File: src/rtl/stage_mem_pkg.sv
// Shared types and codes for the MEM pipeline stage and its bus interface.
// Latency: n/a (declarations only).
// Backpressure: n/a.
package stage_mem_pkg;

  localparam int WORD_W  = 32;
  localparam int WADDR_W = 30;

  // mem_op encoding; 2'b11 is reserved and behaves as NOP
  localparam logic [1:0] MEM_OP_NOP   = 2'b00;
  localparam logic [1:0] MEM_OP_LOAD  = 2'b01;
  localparam logic [1:0] MEM_OP_STORE = 2'b10;

  // exception codes carried down the pipe
  localparam logic [2:0] EXP_NO_EXP     = 3'h0;
  localparam logic [2:0] EXP_MISS_ALIGN = 3'h4;

  typedef enum logic [1:0] {
    ST_IDLE   = 2'd0,
    ST_REQ    = 2'd1,
    ST_ACCESS = 2'd2,
    ST_STALL  = 2'd3
  } bus_state_e;

  typedef struct packed {
    logic [WADDR_W-1:0] pc;
    logic               en;
    logic               br_flag;
    logic [1:0]         ctrl_op;
    logic [4:0]         dst_addr;
    logic               gpr_we_;
    logic [2:0]         exp_code;
    logic [WORD_W-1:0]  out;
  } memwb_t;

  // Value the MEM/WB register takes on reset and flush: a disabled, non-writing slot.
  function automatic memwb_t memwb_bubble();
    memwb_t b;
    b          = '0;
    b.gpr_we_  = 1'b1;
    b.exp_code = EXP_NO_EXP;
    return b;
  endfunction

endpackage

File: src/rtl/mem_bus_if.sv
// Bus master for single-word load/store: request, grant, strobe, wait for ready.
// Latency: busy from the request cycle until the ready cycle (>=3 cycles incl. 1-cycle grant).
// Backpressure: o_busy stalls the pipe; a stall on completion parks read data in a holding register.
module mem_bus_if
  import stage_mem_pkg::*;
(
  input  logic               i_clk,
  input  logic               i_rst_n,
  input  logic               i_stall,
  input  logic               i_acc_vld,
  input  logic               i_acc_rd,
  input  logic [WADDR_W-1:0] i_acc_addr,
  input  logic [WORD_W-1:0]  i_acc_wr_dat,
  output logic               o_busy,
  output logic [WORD_W-1:0]  o_rd_dat,
  input  logic [WORD_W-1:0]  i_bus_rd_data,
  input  logic               i_bus_rdy_n,
  input  logic               i_bus_grnt_n,
  output logic               o_bus_req_n,
  output logic [WADDR_W-1:0] o_bus_addr,
  output logic               o_bus_as_n,
  output logic               o_bus_rw,
  output logic [WORD_W-1:0]  o_bus_wr_data
);

  bus_state_e        r_state;
  bus_state_e        w_state_nxt;
  logic [WORD_W-1:0] r_rd_hold;
  logic              w_busy;
  logic              w_req;
  logic              w_as;
  logic              w_drive;
  logic              w_done;

  assign w_done = (r_state == ST_ACCESS) && !i_bus_rdy_n;

  // State register and read-data holding register.
  always_ff @(posedge i_clk or negedge i_rst_n) begin
    if (!i_rst_n) begin
      r_state   <= ST_IDLE;
      r_rd_hold <= '0;
    end else begin
      r_state <= w_state_nxt;
      if (w_done) begin
        r_rd_hold <= i_bus_rd_data;
      end
    end
  end

  // Next state and active-high bus controls; flush is deliberately not an input.
  always_comb begin
    w_state_nxt = r_state;
    w_busy      = 1'b0;
    w_req       = 1'b0;
    w_as        = 1'b0;
    w_drive     = 1'b0;
    case (r_state)
      ST_IDLE: begin
        if (i_acc_vld) begin
          w_req       = 1'b1;
          w_busy      = 1'b1;
          w_drive     = 1'b1;
          w_state_nxt = ST_REQ;
        end
      end
      ST_REQ: begin
        w_req   = 1'b1;
        w_busy  = 1'b1;
        w_drive = 1'b1;
        if (!i_bus_grnt_n) begin
          w_as        = 1'b1;
          w_state_nxt = ST_ACCESS;
        end
      end
      ST_ACCESS: begin
        w_req   = 1'b1;
        w_drive = 1'b1;
        w_busy  = i_bus_rdy_n;
        if (!i_bus_rdy_n) begin
          w_state_nxt = i_stall ? ST_STALL : ST_IDLE;
        end
      end
      ST_STALL: begin
        if (!i_stall) begin
          w_state_nxt = ST_IDLE;
        end
      end
      default: w_state_nxt = ST_IDLE;
    endcase
  end

  // Outputs are gated by reset so the bus is released the instant reset asserts.
  assign o_busy        = i_rst_n && w_busy;
  assign o_bus_req_n   = !(i_rst_n && w_req);
  assign o_bus_as_n    = !(i_rst_n && w_as);
  assign o_bus_rw      = (i_rst_n && w_drive) ? i_acc_rd : 1'b1;
  assign o_bus_addr    = (i_rst_n && w_drive) ? i_acc_addr : '0;
  assign o_bus_wr_data = (i_rst_n && w_drive) ? i_acc_wr_dat : '0;
  assign o_rd_dat      = (r_state == ST_STALL) ? r_rd_hold : i_bus_rd_data;

endmodule

File: src/rtl/stage_mem.sv
// MEM pipeline stage: load/store decode, alignment check, forwarding mux, MEM/WB register.
// Latency: 1 cycle for NOP/misaligned; loads/stores complete on the bus ready cycle.
// Backpressure: busy is ORed into stall upstream; stall holds MEM/WB and wins over flush.
module stage_mem
  import stage_mem_pkg::*;
(
  input  logic               clk,
  input  logic               reset,
  input  logic               stall,
  input  logic               flush,
  input  logic [WADDR_W-1:0] ex_pc,
  input  logic               ex_en,
  input  logic               ex_br_flag,
  input  logic [1:0]         ex_mem_op,
  input  logic [WORD_W-1:0]  ex_mem_wr_data,
  input  logic [1:0]         ex_ctrl_op,
  input  logic [4:0]         ex_dst_addr,
  input  logic               ex_gpr_we_,
  input  logic [2:0]         ex_exp_code,
  input  logic [WORD_W-1:0]  ex_out,
  output logic               busy,
  output logic [WORD_W-1:0]  fwd_data,
  input  logic [WORD_W-1:0]  bus_rd_data,
  input  logic               bus_rdy_,
  input  logic               bus_grnt_,
  output logic               bus_req_,
  output logic [WADDR_W-1:0] bus_addr,
  output logic               bus_as_,
  output logic               bus_rw,
  output logic [WORD_W-1:0]  bus_wr_data,
  output logic [WADDR_W-1:0] mem_pc,
  output logic               mem_en,
  output logic               mem_br_flag,
  output logic [1:0]         mem_ctrl_op,
  output logic [4:0]         mem_dst_addr,
  output logic               mem_gpr_we_,
  output logic [2:0]         mem_exp_code,
  output logic [WORD_W-1:0]  mem_out
);

  logic              w_load;
  logic              w_ls;
  logic              w_misalign;
  logic              w_acc_vld;
  logic              w_busy;
  logic [WORD_W-1:0] w_rd_dat;
  logic [WORD_W-1:0] w_fwd;
  memwb_t            w_memwb_nxt;
  memwb_t            r_memwb;
  logic              r_flush_pend;

  assign w_load     = (ex_mem_op == MEM_OP_LOAD);
  assign w_ls       = ex_en && (w_load || (ex_mem_op == MEM_OP_STORE));
  assign w_misalign = w_ls && (ex_out[1:0] != 2'b00);
  assign w_acc_vld  = w_ls && !w_misalign;

  mem_bus_if u_bus (
    .i_clk         (clk),
    .i_rst_n       (reset),
    .i_stall       (stall),
    .i_acc_vld     (w_acc_vld),
    .i_acc_rd      (w_load),
    .i_acc_addr    (ex_out[WORD_W-1:2]),
    .i_acc_wr_dat  (ex_mem_wr_data),
    .o_busy        (w_busy),
    .o_rd_dat      (w_rd_dat),
    .i_bus_rd_data (bus_rd_data),
    .i_bus_rdy_n   (bus_rdy_),
    .i_bus_grnt_n  (bus_grnt_),
    .o_bus_req_n   (bus_req_),
    .o_bus_addr    (bus_addr),
    .o_bus_as_n    (bus_as_),
    .o_bus_rw      (bus_rw),
    .o_bus_wr_data (bus_wr_data)
  );

  assign busy = w_busy;

  // Forwarding mux: misaligned yields 0, aligned load yields bus/held data, else the ALU result.
  always_comb begin
    w_fwd = ex_out;
    if (w_misalign) begin
      w_fwd = '0;
    end else if (w_acc_vld && w_load) begin
      w_fwd = w_rd_dat;
    end
  end

  // Candidate MEM/WB contents; a misaligned access becomes a non-writing exception slot.
  always_comb begin
    w_memwb_nxt          = '0;
    w_memwb_nxt.pc       = ex_pc;
    w_memwb_nxt.en       = ex_en;
    w_memwb_nxt.br_flag  = ex_br_flag;
    w_memwb_nxt.ctrl_op  = ex_ctrl_op;
    w_memwb_nxt.dst_addr = ex_dst_addr;
    w_memwb_nxt.gpr_we_  = w_misalign ? 1'b1 : ex_gpr_we_;
    w_memwb_nxt.exp_code = w_misalign ? EXP_MISS_ALIGN : ex_exp_code;
    w_memwb_nxt.out      = w_fwd;
  end

  // A flush seen while a bus access holds the pipe is remembered until the access completes.
  always_ff @(posedge clk or negedge reset) begin
    if (!reset) begin
      r_flush_pend <= 1'b0;
    end else if (!stall) begin
      r_flush_pend <= 1'b0;
    end else if (flush && w_busy) begin
      r_flush_pend <= 1'b1;
    end
  end

  // MEM/WB register: stall holds, flush (live or pending) loads a bubble, otherwise advance.
  always_ff @(posedge clk or negedge reset) begin
    if (!reset) begin
      r_memwb <= memwb_bubble();
    end else if (!stall) begin
      if (flush || r_flush_pend) begin
        r_memwb <= memwb_bubble();
      end else begin
        r_memwb <= w_memwb_nxt;
      end
    end
  end

  assign fwd_data     = w_fwd;
  assign mem_pc       = r_memwb.pc;
  assign mem_en       = r_memwb.en;
  assign mem_br_flag  = r_memwb.br_flag;
  assign mem_ctrl_op  = r_memwb.ctrl_op;
  assign mem_dst_addr = r_memwb.dst_addr;
  assign mem_gpr_we_  = r_memwb.gpr_we_;
  assign mem_exp_code = r_memwb.exp_code;
  assign mem_out      = r_memwb.out;

endmodule

File: config.mk
export PLATFORM = sky130hd
export DESIGN_NAME = stage_mem
export DESIGN_NICKNAME = d
export VERILOG_FILES = /design/src/rtl/stage_mem_pkg.sv /design/src/rtl/mem_bus_if.sv /design/src/rtl/stage_mem.sv
export SDC_FILE = /design/constraint.sdc
export NUM_CORES = 1
export LEC_CHECK = 0
export CAP_MARGIN = 0
export CORE_ASPECT_RATIO = 1.75
export CORE_MARGIN = 5
export CORE_UTILIZATION = 41
export DETAILED_ROUTE_END_ITERATION = 16
export GPL_TIMING_DRIVEN = 0
export PLACE_DENSITY = 0.81
export SYNTH_ARGS = -nofsm -noshare
export SYNTH_HDL_FRONTEND = slang
export SYNTH_SLANG_ARGS = --single-unit
File: constraint.sdc
create_clock -name clk -period 1.9 [get_ports clk]
set_input_delay 0.285 -clock clk [delete_from_list [all_inputs] [get_ports clk]]
set_output_delay 0.285 -clock clk [all_outputs]
set_load 0.005 [all_outputs]
---- Word-level counts from Yosys, hierarchy flattened ----
Index checks and enable logic that the tools add are counted.
storage, ports and cells
  memory bits (read-only) ................. 0
  memory bits (writable) .................. 0
  input port bits ......................... 147
  word-level logic and storage cells ...... 62
  memories ................................ 0
  output and inout port bits .............. 173
  latch bits .............................. 0
  register bits ........................... 110
cells by class
  equal/unequal tests ..................... 10
  $add $sub $neg .......................... 0
  shift operators ......................... 0
  bitwise logic cells ..................... 0
  div/mod/pow operators ................... 0
  multipliers ............................. 0
  magnitude comparators ................... 0
  muxes and demuxes ....................... 22
  reductions and logical operators ........ 19
operator list
  cell                                                                     count
  32-bit 2-to-1 mux                                                        4
  75-bit 2-to-1 mux                                                        1
  30-bit 2-to-1 mux                                                        1
  2-bit 2-to-1 mux                                                         5
  1-bit logical AND                                                        9
  2-bit inequality test, second input constant                             4
  2-bit case mux with 4 select lines                                       1
  1-bit 2-to-1 mux                                                         7
  2-bit == test, second input constant                                     3
  2-bit by 1-bit == test with 1-bit output, second input constant          2
  1-bit logical NOT                                                        4
  4-bit AND reduction                                                      1
  3-bit 2-to-1 mux                                                         1
  1-bit case mux with 3 select lines                                       1
  2-bit logical NOT                                                        1
  1-bit logical OR                                                         2
  2-bit by 1-bit inequality test with 1-bit output, second input constant  1
  1-bit case mux with 2 select lines                                       1
  2-bit nonzero test                                                       1
  2-bit OR reduction                                                       1

---- Longest topological paths before layout ----
Gate-level depths: netlist of run 1.
  word-level depth ........................ 12
  mapped depth ............................ 7
  gate-level depth less buffers ........... 5

---- Modules after synthesis ----
From an unflattened synthesis of run 1, not the netlist that was laid out.
second synthesis, totals
  cell total of the unflattened synthesis .. 486
  area total of the unflattened synthesis .. 5656.7 µm²
modules (own cells, without submodules)
  module      cells an instance  times used  seq. area each (µm²)  area each (µm²)
  stage_mem   285                1           1903.1                3236.9
  mem_bus_if  201                1           850.8                 2419.8

---- Least setup slack after synthesis of run 1 ----
Ideal clock, no wire load.
  path type ............................... input -> output
  start point ............................. input port ex_mem_op[1]
  end point ............................... output port bus_addr[0]
  stages on the path ...................... 6
  data required time ...................... 1.615 ns
  buffers on the path ..................... 1
  arrival time ............................ 1.540 ns
  slack ................................... 0.075 ns
  path through ............................ inv_1 > ha_1 > nor4b_4 > a21oi_2 > buf_2 > nor3b_2
between the ends
  word-level cells in the longest chain between the ends .. 10
  elaborated cells between the ends (all ways) .. 11
  classes of those cells .................. eq/ne (2); mux (3); reduce/logical (6)
ends and longest elaborated chain
  element                                                                           RTL line                          source
  start, declared                                                                   stage_mem.sv:14                   input logic [1:0] ex_mem_op,
  2-bit by 1-bit == test with 1-bit output / 2-bit == test (equally long branches)  stage_mem.sv:52, stage_mem.sv:53
  1-bit logical OR *                                                                stage_mem.sv:53                   assign w_ls = ex_en && (w_load || (ex_mem_op == MEM_OP_STORE));
  1-bit logical AND *                                                               stage_mem.sv:53
  1-bit logical AND                                                                 stage_mem.sv:54                   assign w_misalign = w_ls && (ex_out[1:0] != 2'b00);
  1-bit logical NOT                                                                 stage_mem.sv:55                   assign w_acc_vld = w_ls && !w_misalign;
  1-bit logical AND *                                                               stage_mem.sv:55
  1-bit 2-to-1 mux *                                                                mem_bus_if.sv:59                  if (i_acc_vld) begin
  1-bit case mux with 2 select lines *                                              mem_bus_if.sv:57                  case (r_state)
  1-bit logical AND *                                                               mem_bus_if.sv:97                  assign o_bus_addr = (i_rst_n && w_drive) ? i_acc_addr : '0;
  30-bit 2-to-1 mux *                                                               mem_bus_if.sv:97
  end, declared                                                                     stage_mem.sv:27                   output logic [WADDR_W-1:0] bus_addr,
Mark *: on every way between the ends. The rest lies on a longest branch, timed or not.

---- Worst setup path after layout of run 1 ----
  start point ............................. register u_bus.r_state[0]
  end point ............................... output port bus_wr_data[25]
between the ends
  word-level cells in the longest chain between the ends .. 5
  elaborated cells between the ends (all ways) .. 7
  classes of those cells .................. eq/ne (2); mux (2); reduce/logical (3)
ends and longest elaborated chain
  element                                                                           RTL line          source
  start, declared                                                                   mem_bus_if.sv:26  bus_state_e r_state;
  start signal, assigned                                                            mem_bus_if.sv:43  r_state <= w_state_nxt;
  2-bit by 1-bit == test with 1-bit output / 2-bit == test (equally long branches)  mem_bus_if.sv:57
  2-bit OR reduction (no source line)                                               -
  1-bit case mux with 2 select lines *                                              mem_bus_if.sv:57
  1-bit logical AND *                                                               mem_bus_if.sv:98  assign o_bus_wr_data = (i_rst_n && w_drive) ? i_acc_wr_dat : '0;
  32-bit 2-to-1 mux *                                                               mem_bus_if.sv:98
  end, declared                                                                     stage_mem.sv:30   output logic [WORD_W-1:0] bus_wr_data,
Marked as above.

==> impl_metrics.env, run 1 <==
export IMPL_outcome="finished, violations left"
export IMPL_violations="hold timing, setup timing"
export IMPL_dieArea_um2=18500
export IMPL_required_ns=1.62
export IMPL_gr_total_overflow=0
export IMPL_synthArstFlopShare_pct=100
export IMPL_ys_seq_area_share_pct=42.5
export IMPL_antenna_found_initial=5
export IMPL_vias_per_cell=5.48
export IMPL_drc=0
export IMPL_critPathMaxFanout=5
export IMPL_setup_viol=99
export IMPL_grt_pass1_wl_um=40600
export IMPL_cp_arrival_ns=2.04
export IMPL_dp_cells=1046
export IMPL_row_count=61
export IMPL_netlist_area_um2=6480
export IMPL_synth_most_common_cell="dfrtp_1"
export IMPL_fmax_mhz=429
export IMPL_hp_class="in2async"
export IMPL_core_area_um2=15700
export IMPL_fillers=1141
export IMPL_clk_pin_slew_ns=0.08
export IMPL_synth_edf_count=0
export IMPL_avgSynthCellArea_um2=12.1
export IMPL_fin_crit_ns=2.33
export IMPL_first_iter_violations=179
export IMPL_worst_setup_path_end_kind="primary output"
export IMPL_grt_total_usage_pct=27.9
export IMPL_first_global_vias=7032
export IMPL_maxSlewViolCount=0
export IMPL_drive_gt1_share_pct=42.3
export IMPL_post_route_period_util_pct=123
export IMPL_vias=6193
export IMPL_clk_insertion_delay_late_ns=0.35
export IMPL_vdd_drop_max_uv=736
export IMPL_ys_top_cells_by_count="dfrtp_1, nor3b_2, a22o_1, nand2_1"
export IMPL_syn_nets=691
export IMPL_synth_seq_cells=110
export IMPL_synth_distinct_cells=41
export IMPL_h_tree_depth=3
export IMPL_grt_max_degree=60
export IMPL_nNetsFinal=1085
export IMPL_cap_violations=0
export IMPL_drtPass1Iterations=6
export IMPL_ant_nets=0
export IMPL_netlist_area_leader_share_pct=42.1
export IMPL_die_height_um=176
export IMPL_yosys_area_top_type="dfrtp_1"
export IMPL_fin_skew_ns=0.0110
export IMPL_p_leak_nw=4.64
export IMPL_setup_ws_ns=-0.429
export IMPL_clock_sinks=110
export IMPL_die_x_um=105
export IMPL_fin_cells=1130
export IMPL_port_buffers=318
export IMPL_regToRegSetupSlack_ns=-0.05
export IMPL_routed_wl_um=26500
export IMPL_rsz0062_at_grt="true"
export IMPL_num_io_pins=320
export IMPL_cts_tree="built"
export IMPL_gp_congestion=0.816
export IMPL_hold_viol=51
export IMPL_ys_warn_count=0
export IMPL_yosys_most_used_dff="dfrtp_1"
export IMPL_dp_hpwl_um=18900
export IMPL_powerDensity_nw_per_um2=1160
export IMPL_finalPower_w=0.0132
export IMPL_area_growth_pct=74.3
export IMPL_crit_type="reg2out"
export IMPL_routedWlPerCell_um=23.5
export IMPL_cts_root_buf="clkbuf_16"
export IMPL_clockBufferDepth=2
export IMPL_start_util_pct=41.2
export IMPL_cts_made_buffers=9
export IMPL_syn_instance_count=538
export IMPL_synth_area_leaders="dfrtp_1, nor3b_2, a2111oi_4, a22o_1, mux2_2"
export IMPL_timing_hold_ws_ns=-0.118
export IMPL_startpoint_type="register"
export IMPL_slew_headroom_pct=51.5
export IMPL_worst_pin_slew_ns=0.727
final timing paths:
check,endpoint,from,cells after the start
max in group asynchronous,mem_gpr_we_,reset,2
min in group clk,mem_gpr_we_,mem_gpr_we_,2
hold reg to reg,mem_gpr_we_,mem_gpr_we_,2
setup / recovery,bus_wr_data[25],u_bus.r_state[0],8
setup reg to reg,u_bus.r_state[0],u_bus.r_state[0],7
hold / removal,mem_pc[28],reset,1
power breakdown:
group / switching, W / total, W / leakage, nW / internal (W)
Sequential: 0.000518 / 0.00342 / 1.40 / 0.00290
Clock: 0.000895 / 0.00196 / 0.143 / 0.00106
Combinational: 0.00346 / 0.00777 / 3.10 / 0.00431
worst max-delay path, cell delays in order (launching register included):
cell,delay (ns)
dfrtp_2,0.45
ha_4,0.18
buf_8,0.14
nand2b_4,0.16
buf_6,0.15
buf_8,0.14
buf_12,0.14
nor3b_2,0.18
buf_2,0.15
area by class of cell:
| cell class | count | area (um^2) | share of cell area, % |
|---|---|---|---|
| Multi-Input combinational cell | 365 | 3860 | 34.2 |
| Timing Repair Buffer | 384 | 3530 | 31.2 |
| Sequential cell | 110 | 2760 | 24.4 |
| Buffer | 54 | 571 | 5.05 |
| Clock buffer | 11 | 243 | 2.15 |
| Tap cell | 189 | 236 | 2.09 |
| Clock inverter | 4 | 55.1 | 0.487 |
| Inverter | 8 | 35.0 | 0.310 |
| Antenna cell | 5 | 12.5 | 0.111 |
sequential cells by signal, indices dropped and copies added, names as in the netlist, 2 cells and up:
name	count
mem_exp_code	3
mem_ctrl_op	2
mem_dst_addr	5
mem_pc	30
mem_out	32
u_bus.r_rd_hold	32
u_bus.r_state	2
logic make-up (layout without fill, tap and decap cells):
logic type | Yosys count | after routing | synth area share (%)
muxes | 35 | 35 | 6.04
DFF | 110 | 110 | 42.5
buffers and inverters | 64 | 461 | 4.98
AOI/OAI and AO/OA | 147 | 148 | 24.3
other | 0 | 5 | 0
adders and majority gates | 6 | 6 | 1.16
and+or+nand+nor | 176 | 176 | 21.1
stage by stage:
step | TNS, ns | util (%) | setup WS, ns | cell area, um^2 | hold slack [ns]
global placement | -812.81 | 63.0 | -4.85 | 9900 | 0.453
detailed placement | -135.35 | 63.2 | -1.28 | 9930 | 0.281
finish | -33.66 | 71.9 | -0.429 | 11300 | -0.118
floorplan | 0 | - | 0.0752 | 6480 | -0.0106
global route | -39.89 | 71.9 | -0.481 | 11300 | -0.0727
CTS | -35.11 | 70.9 | -0.436 | 11100 | -0.0920
per-layer routing:
layer,track usage [%],vias to the layer above,share of wire [%]
met5,0,-,0
met2,51.1,266,55
met4,13.8,0,4.4
li1,-,2814,-
met1,30.1,3048,35
met3,5.53,65,5.5
repair_timing:
item | in CTS | in global routing
setup endpoints to repair | 162 | 121
pin swaps | 38 | 25
gates cloned | 10 | 0
setup buffers | 50 | 6
resized for setup | 502 | 47
endpoints found under the hold margin | 51 | 51
cell usage in the layout (no fill, tap or decap), drive strengths merged, types with 5 or more instances in the layout:
cell type	netlist	final
a2111oi	30	30
o21ai	6	6
nand2	38	38
ha	6	6
a21oi	32	33
dlygate4sd2	0	15
clkbuf	21	43
nor3b	62	62
buf	35	170
o31ai	31	31
diode	0	5
nor2b	30	30
inv	8	10
dfrtp	109	109
clkdlybuf4s15	0	6
a22o	40	40
clkdlybuf4s50	0	214
mux2	33	33
nor3	31	31
nor2	5	5
Note: power is estimated with default switching activity, not from simulation.
==> inputs of run 2 (changes only) <==
Settings changed: MAX_ROUTING_LAYER set to met4.
==> run 2 against run 1 <==
Net effect:
- the run still ends with hold timing, setup timing left
- sequential power hardly changed
- critical path depth did not move
- maximum frequency is 0.15% higher
- sequential share of layout area barely moved
- non-clock buffer count unchanged
- register-to-register slack is essentially flat
- clock power is essentially flat
- global-route usage is 0.81 points higher
- final cell count barely moved
- via count up 0.23%
- critical path type unchanged
- largest cell class unchanged
==> impl_metrics.env, run 2 (same netlist as run 1, synthesis figures left out) <==
export IMPL_outcome="finished, violations left"
export IMPL_violations="hold timing, setup timing"
export IMPL_worst_setup_path_end_kind="primary output"
export IMPL_slew_headroom_pct=52.4
export IMPL_crit_path_top_delay_cell="dfrtp_2"
export IMPL_setup_viol=99
export IMPL_cp_arrival_ns=2.04
export IMPL_antenna_found_initial=6
export IMPL_clk_insertion_delay_late_ns=0.35
export IMPL_fillers=1140
export IMPL_crit_cells=8
export IMPL_first_iter_violations=216
export IMPL_critPathMaxFanout=5
export IMPL_clk_pin_slew_ns=0.08
export IMPL_startpoint_type="register"
export IMPL_final_util_pct=71.9
export IMPL_clock_sinks=110
export IMPL_clockBufferDepth=2
export IMPL_hold_viol=51
export IMPL_post_route_period_util_pct=122
export IMPL_die_x_um=105
export IMPL_crit_chain="ha_4, buf_8, nand2b_4, buf_6, buf_8, buf_12, nor3b_2, buf_2"
export IMPL_worstReg2RegStart="u_bus.r_state[0]"
export IMPL_h_tree_depth=3
export IMPL_nNetsFinal=1085
export IMPL_vias_per_cell=5.49
export IMPL_gp_congestion=0.830
export IMPL_die_height_um=176
export IMPL_worst_pin_slew_ns=0.713
export IMPL_ant_nets=0
export IMPL_crit_start="u_bus.r_state[0]"
export IMPL_final_common_cell="clkdlybuf4s50_1"
export IMPL_ff_latch_area_um2=2760
export IMPL_area_growth_pct=74.3
export IMPL_timing_rr_end="u_bus.r_state[1]"
export IMPL_final_cell_mix="clkdlybuf4s50_1, dfrtp_1, buf_2, nor3b_2, buf_4"
export IMPL_dp_hpwl_um=18900
export IMPL_dpl_cell_area_um2=9930
export IMPL_p_leak_nw=4.64
export IMPL_maxSlewViolCount=0
export IMPL_setup_ws_ns=-0.425
export IMPL_fmax_mhz=430
export IMPL_dieArea_um2=18500
export IMPL_grt_pass1_wl_um=40500
export IMPL_pre_cts_slack_ns=-1.28
export IMPL_fin_crit_ns=2.33
export IMPL_vias=6207
export IMPL_port_buffers=318
export IMPL_dp_cells=1046
export IMPL_num_io_pins=320
export IMPL_final_area_um2=11300
export IMPL_cts_made_buffers=9
export IMPL_cpMostUsedCell="buf_8"
export IMPL_required_ns=1.62
export IMPL_cts_root_buf="clkbuf_16"
export IMPL_critical_path_endpoint="bus_wr_data[25]"
export IMPL_rsz0062_at_grt="true"
export IMPL_routed_wl_um=26300
export IMPL_powerDensity_nw_per_um2=1160
export IMPL_cap_violations=0
export IMPL_drive_gt1_share_pct=42.3
export IMPL_drc=0
export IMPL_routedWlPerCell_um=23.3
export IMPL_cts_tree="built"
export IMPL_vdd_drop_max_uv=737
export IMPL_path_buf_inv=5
export IMPL_fin_tns_setup_ns=-33.34
export IMPL_start_util_pct=41.2
export IMPL_row_count=61
export IMPL_regToRegSetupSlack_ns=-0.06
export IMPL_drtPass1Iterations=5
export IMPL_core_area_um2=15700
export IMPL_timing_hold_ws_ns=-0.117
export IMPL_multiInputGateArea_um2=3860
export IMPL_cpLargestDelayFamily="buffers and inverters"
export IMPL_first_global_vias=7044
export IMPL_reg2reg_depth=7
export IMPL_grt_total_usage_pct=28.7
export IMPL_hp_class="in2async"
export IMPL_cpPeakStageDelay_ns=0.45
export IMPL_grt_max_degree=60
export IMPL_gr_total_overflow=0
export IMPL_fin_skew_ns=0.00979
export IMPL_crit_type="reg2out"
export IMPL_fin_cells=1131
==> run 2: layer usage <==
metal	global-route usage, %	part of all wire, %	wire length, um	vias up
li1	-	-	-	2818
met1	30.3	36	9460	3062
met2	51.3	54	14400	251
met3	4.90	5.0	1330	76
met4	14.0	4.5	1200	0
met5	-	0	0	-
==> run 2: worst min path at each step <==
stage | to | from | slack, ns | depth (start not counted)
2_1_floorplan | mem_br_flag | reset | -0.01 | 0
3_3_place_gp | mem_gpr_we_ | mem_gpr_we_ | 0.45 | 2
3_5_place_dp | mem_pc[28] | reset | 0.28 | 1
4_1_cts | mem_pc[28] | reset | -0.09 | 1
5_1_grt | mem_pc[24] | reset | -0.07 | 1
6_report | mem_pc[28] | reset | -0.12 | 1
==> run 2: through the flow <==
step	hold WS (ns)	total power [W]
finish	-0.117	0.0132
detailed placement	0.281	0.00854
global route	-0.0735	0.0138
floorplan	-0.0106	0.00608
CTS	-0.0920	0.0128
global placement	0.453	0.00838
==> run 2: repair_timing <==
item	CTS	global route
endpoints found under the setup margin	162	121
resized for setup	502	47
setup buffers	50	6
hold endpoints to repair	51	51
pin swaps	38	24
gates cloned	10	0
==> run 2: power breakdown <==
part           internal (W)  switching (W)
Clock               0.00106       0.000897
Combinational       0.00431        0.00346
Sequential          0.00290       0.000513
Total               0.00828        0.00487
==> run 2: final cells by class <==
class | count | area share [%]
Antenna cell | 6 | 0.133
Sequential cell | 110 | 24.4
Clock buffer | 11 | 2.15
Inverter | 8 | 0.310
Timing Repair Buffer | 384 | 31.2
Tap cell | 189 | 2.09
Clock inverter | 4 | 0.487
Multi-Input combinational cell | 365 | 34.2
Buffer | 54 | 5.05
==> inputs of run 3 (changes only) <==
Settings changed: CORE_ASPECT_RATIO 1.75 to 1.4.
==> run 3 against run 2 <==
Net effect:
- the flow still finishes with violations (hold timing, setup timing)
- hold slack worse by 0.074 ns
- final cell count increased by 0.44%
- via count down 1.5%
- largest power group unchanged
- highest routed layer unchanged
==> impl_metrics.env, run 3 (same netlist as run 1, synthesis figures left out) <==
export IMPL_outcome="finished, violations left"
export IMPL_violations="hold timing, setup timing"
export IMPL_die_height_um=159
export IMPL_regToRegSetupSlack_ns=0.06
export IMPL_dieArea_um2=18500
export IMPL_clock_sinks=110
export IMPL_nNetsFinal=1088
export IMPL_post_route_period_util_pct=118
export IMPL_hold_viol=53
export IMPL_reg2reg_depth=9
export IMPL_row_count=54
export IMPL_crit_type="reg2out"
export IMPL_grt_total_usage_pct=27.8
export IMPL_n_antenna_cell=0
export IMPL_required_ns=1.62
export IMPL_final_cell_mix="clkdlybuf4s50_1, dfrtp_1, buf_2, nor3b_2, a22o_1"
export IMPL_core_area_um2=15500
export IMPL_start_util_pct=41.7
export IMPL_slew_headroom_pct=59.4
export IMPL_hp_class="in2async"
export IMPL_vias=6114
export IMPL_num_io_pins=320
export IMPL_fin_crit_ns=2.23
export IMPL_worstReg2RegStart="u_bus.r_state[0]"
export IMPL_cts_tree="built"
export IMPL_dp_hpwl_um=18000
export IMPL_worst_setup_path_end_kind="primary output"
export IMPL_setup_viol=97
export IMPL_worst_pin_slew_ns=0.609
export IMPL_area_growth_pct=74.9
export IMPL_drtPass1Iterations=4
export IMPL_p_leak_nw=4.68
export IMPL_vias_per_cell=5.38
export IMPL_clk_insertion_delay_late_ns=0.35
export IMPL_grt_max_degree=59
export IMPL_powerDensity_nw_per_um2=1160
export IMPL_fmax_mhz=448
export IMPL_routedWlPerCell_um=22.8
export IMPL_cts_made_buffers=9
export IMPL_rsz0062_at_grt="true"
export IMPL_gr_total_overflow=0
export IMPL_setup_ws_ns=-0.333
export IMPL_vdd_drop_max_uv=730
export IMPL_final_common_cell="clkdlybuf4s50_1"
export IMPL_grt_pass1_wl_um=38500
export IMPL_gp_congestion=0.859
export IMPL_critPathMaxFanout=3
export IMPL_port_buffers=318
export IMPL_startpoint_type="register"
export IMPL_cp_arrival_ns=1.95
export IMPL_first_global_vias=6585
export IMPL_timing_hold_ws_ns=-0.191
export IMPL_cap_violations=0
export IMPL_clk_pin_slew_ns=0.08
export IMPL_dpl_cell_area_um2=9940
export IMPL_clockBufferDepth=2
export IMPL_timing_rr_end="mem_out[23]"
export IMPL_maxSlewViolCount=0
export IMPL_h_tree_depth=3
export IMPL_fillers=1129
export IMPL_antenna_found_initial=0
export IMPL_drive_gt1_share_pct=43.6
export IMPL_routed_wl_um=25900
export IMPL_fin_skew_ns=0.0130
export IMPL_drc=0
export IMPL_cts_root_buf="clkbuf_16"
export IMPL_die_x_um=116
export IMPL_ant_nets=0
export IMPL_pre_cts_slack_ns=-1.33
export IMPL_first_iter_violations=358
export IMPL_final_area_um2=11300
[run 3: cell types whose count changed in the layout (fill, tap and decap cells not counted), moves of 4 or more]
cell,previous run,this run
buf_2,78,104
dlygate4sd2_1,15,1
buf_8,13,4
buf_6,18,26
clkbuf_2,11,3
buf_12,13,20
diode_2,6,0
clkdlybuf4s15_2,4,0
nor3_1,15,19
nor3_2,15,11
nor3b_2,58,54
[run 3: final cells by class]
| class | instances | area (um^2) | share of cell area, % |
|---|---|---|---|
| multi-input cells | 365 | 3850 | 34.0 |
| repair buffers | 387 | 3550 | 31.3 |
| flip-flops and latches | 110 | 2750 | 24.3 |
| plain buffers | 54 | 599 | 5.28 |
| well taps | 196 | 245 | 2.16 |
| clock buffers | 11 | 243 | 2.14 |
| clock inverters | 5 | 58.8 | 0.518 |
| inverters | 8 | 37.5 | 0.331 |
[run 3: worst max-delay path: stages (launching register included)]
cell and delay (ns):
dfrtp_1 0.42, buf_6 0.15, inv_6 0.04, ha_4 0.28
a21oi_4 0.05, buf_6 0.12, buf_6 0.11, or3_1 0.30
buf_2 0.14
[run 3: report_power, final]
part           total [W]  switching, W  internal, W
registers        0.00340      0.000500      0.00290
clock network    0.00196      0.000901      0.00106
logic            0.00781       0.00355      0.00427
[run 3: repair_timing]
| item | CTS | global route |
|---|---|---|
| gates cloned | 15 | 1 |
| setup endpoints to repair | 162 | 119 |
| buffers inserted | 44 | 13 |
| gates resized for setup | 536 | 88 |
| pin swaps | 74 | 102 |
| endpoints found under the hold margin | 53 | 53 |
[run 3: through the flow]
stage | setup TNS, ns | util [%] | total power, W | hold WS, ns | instances
floorplan | 0 | - | 0.00608 | -0.0106 | 538
global placement | -804.16 | 63.8 | 0.00840 | 0.450 | 1052
detailed placement | -141.47 | 64.0 | 0.00853 | 0.290 | 1053
CTS | -29.81 | 72.1 | 0.0133 | -0.135 | 1127
global route | -29.69 | 73.0 | 0.0138 | -0.174 | 1136
finish | -22.88 | 73.0 | 0.0132 | -0.191 | 1136
[run 3: per-layer routing]
layer	track usage, %	part of all wire [%]
met5	-	0
met4	8.34	2.8
met3	5.71	7.4
met2	48.8	53
met1	31.2	37
[run 3: worst max path at each step]
stage	start	end	slack [ns]	depth (start not counted)
after global routing	u_bus.r_state[0]	bus_rw	-0.39	8
after floorplan	ex_mem_op[1]	bus_addr[0]	0.08	6
after global placement	reset	bus_addr[19]	-4.78	6
after CTS	u_bus.r_state[1]	fwd_data[6]	-0.38	7
final	u_bus.r_state[0]	bus_rw	-0.33	8
after detailed placement	ex_mem_op[1]	fwd_data[25]	-1.33	8
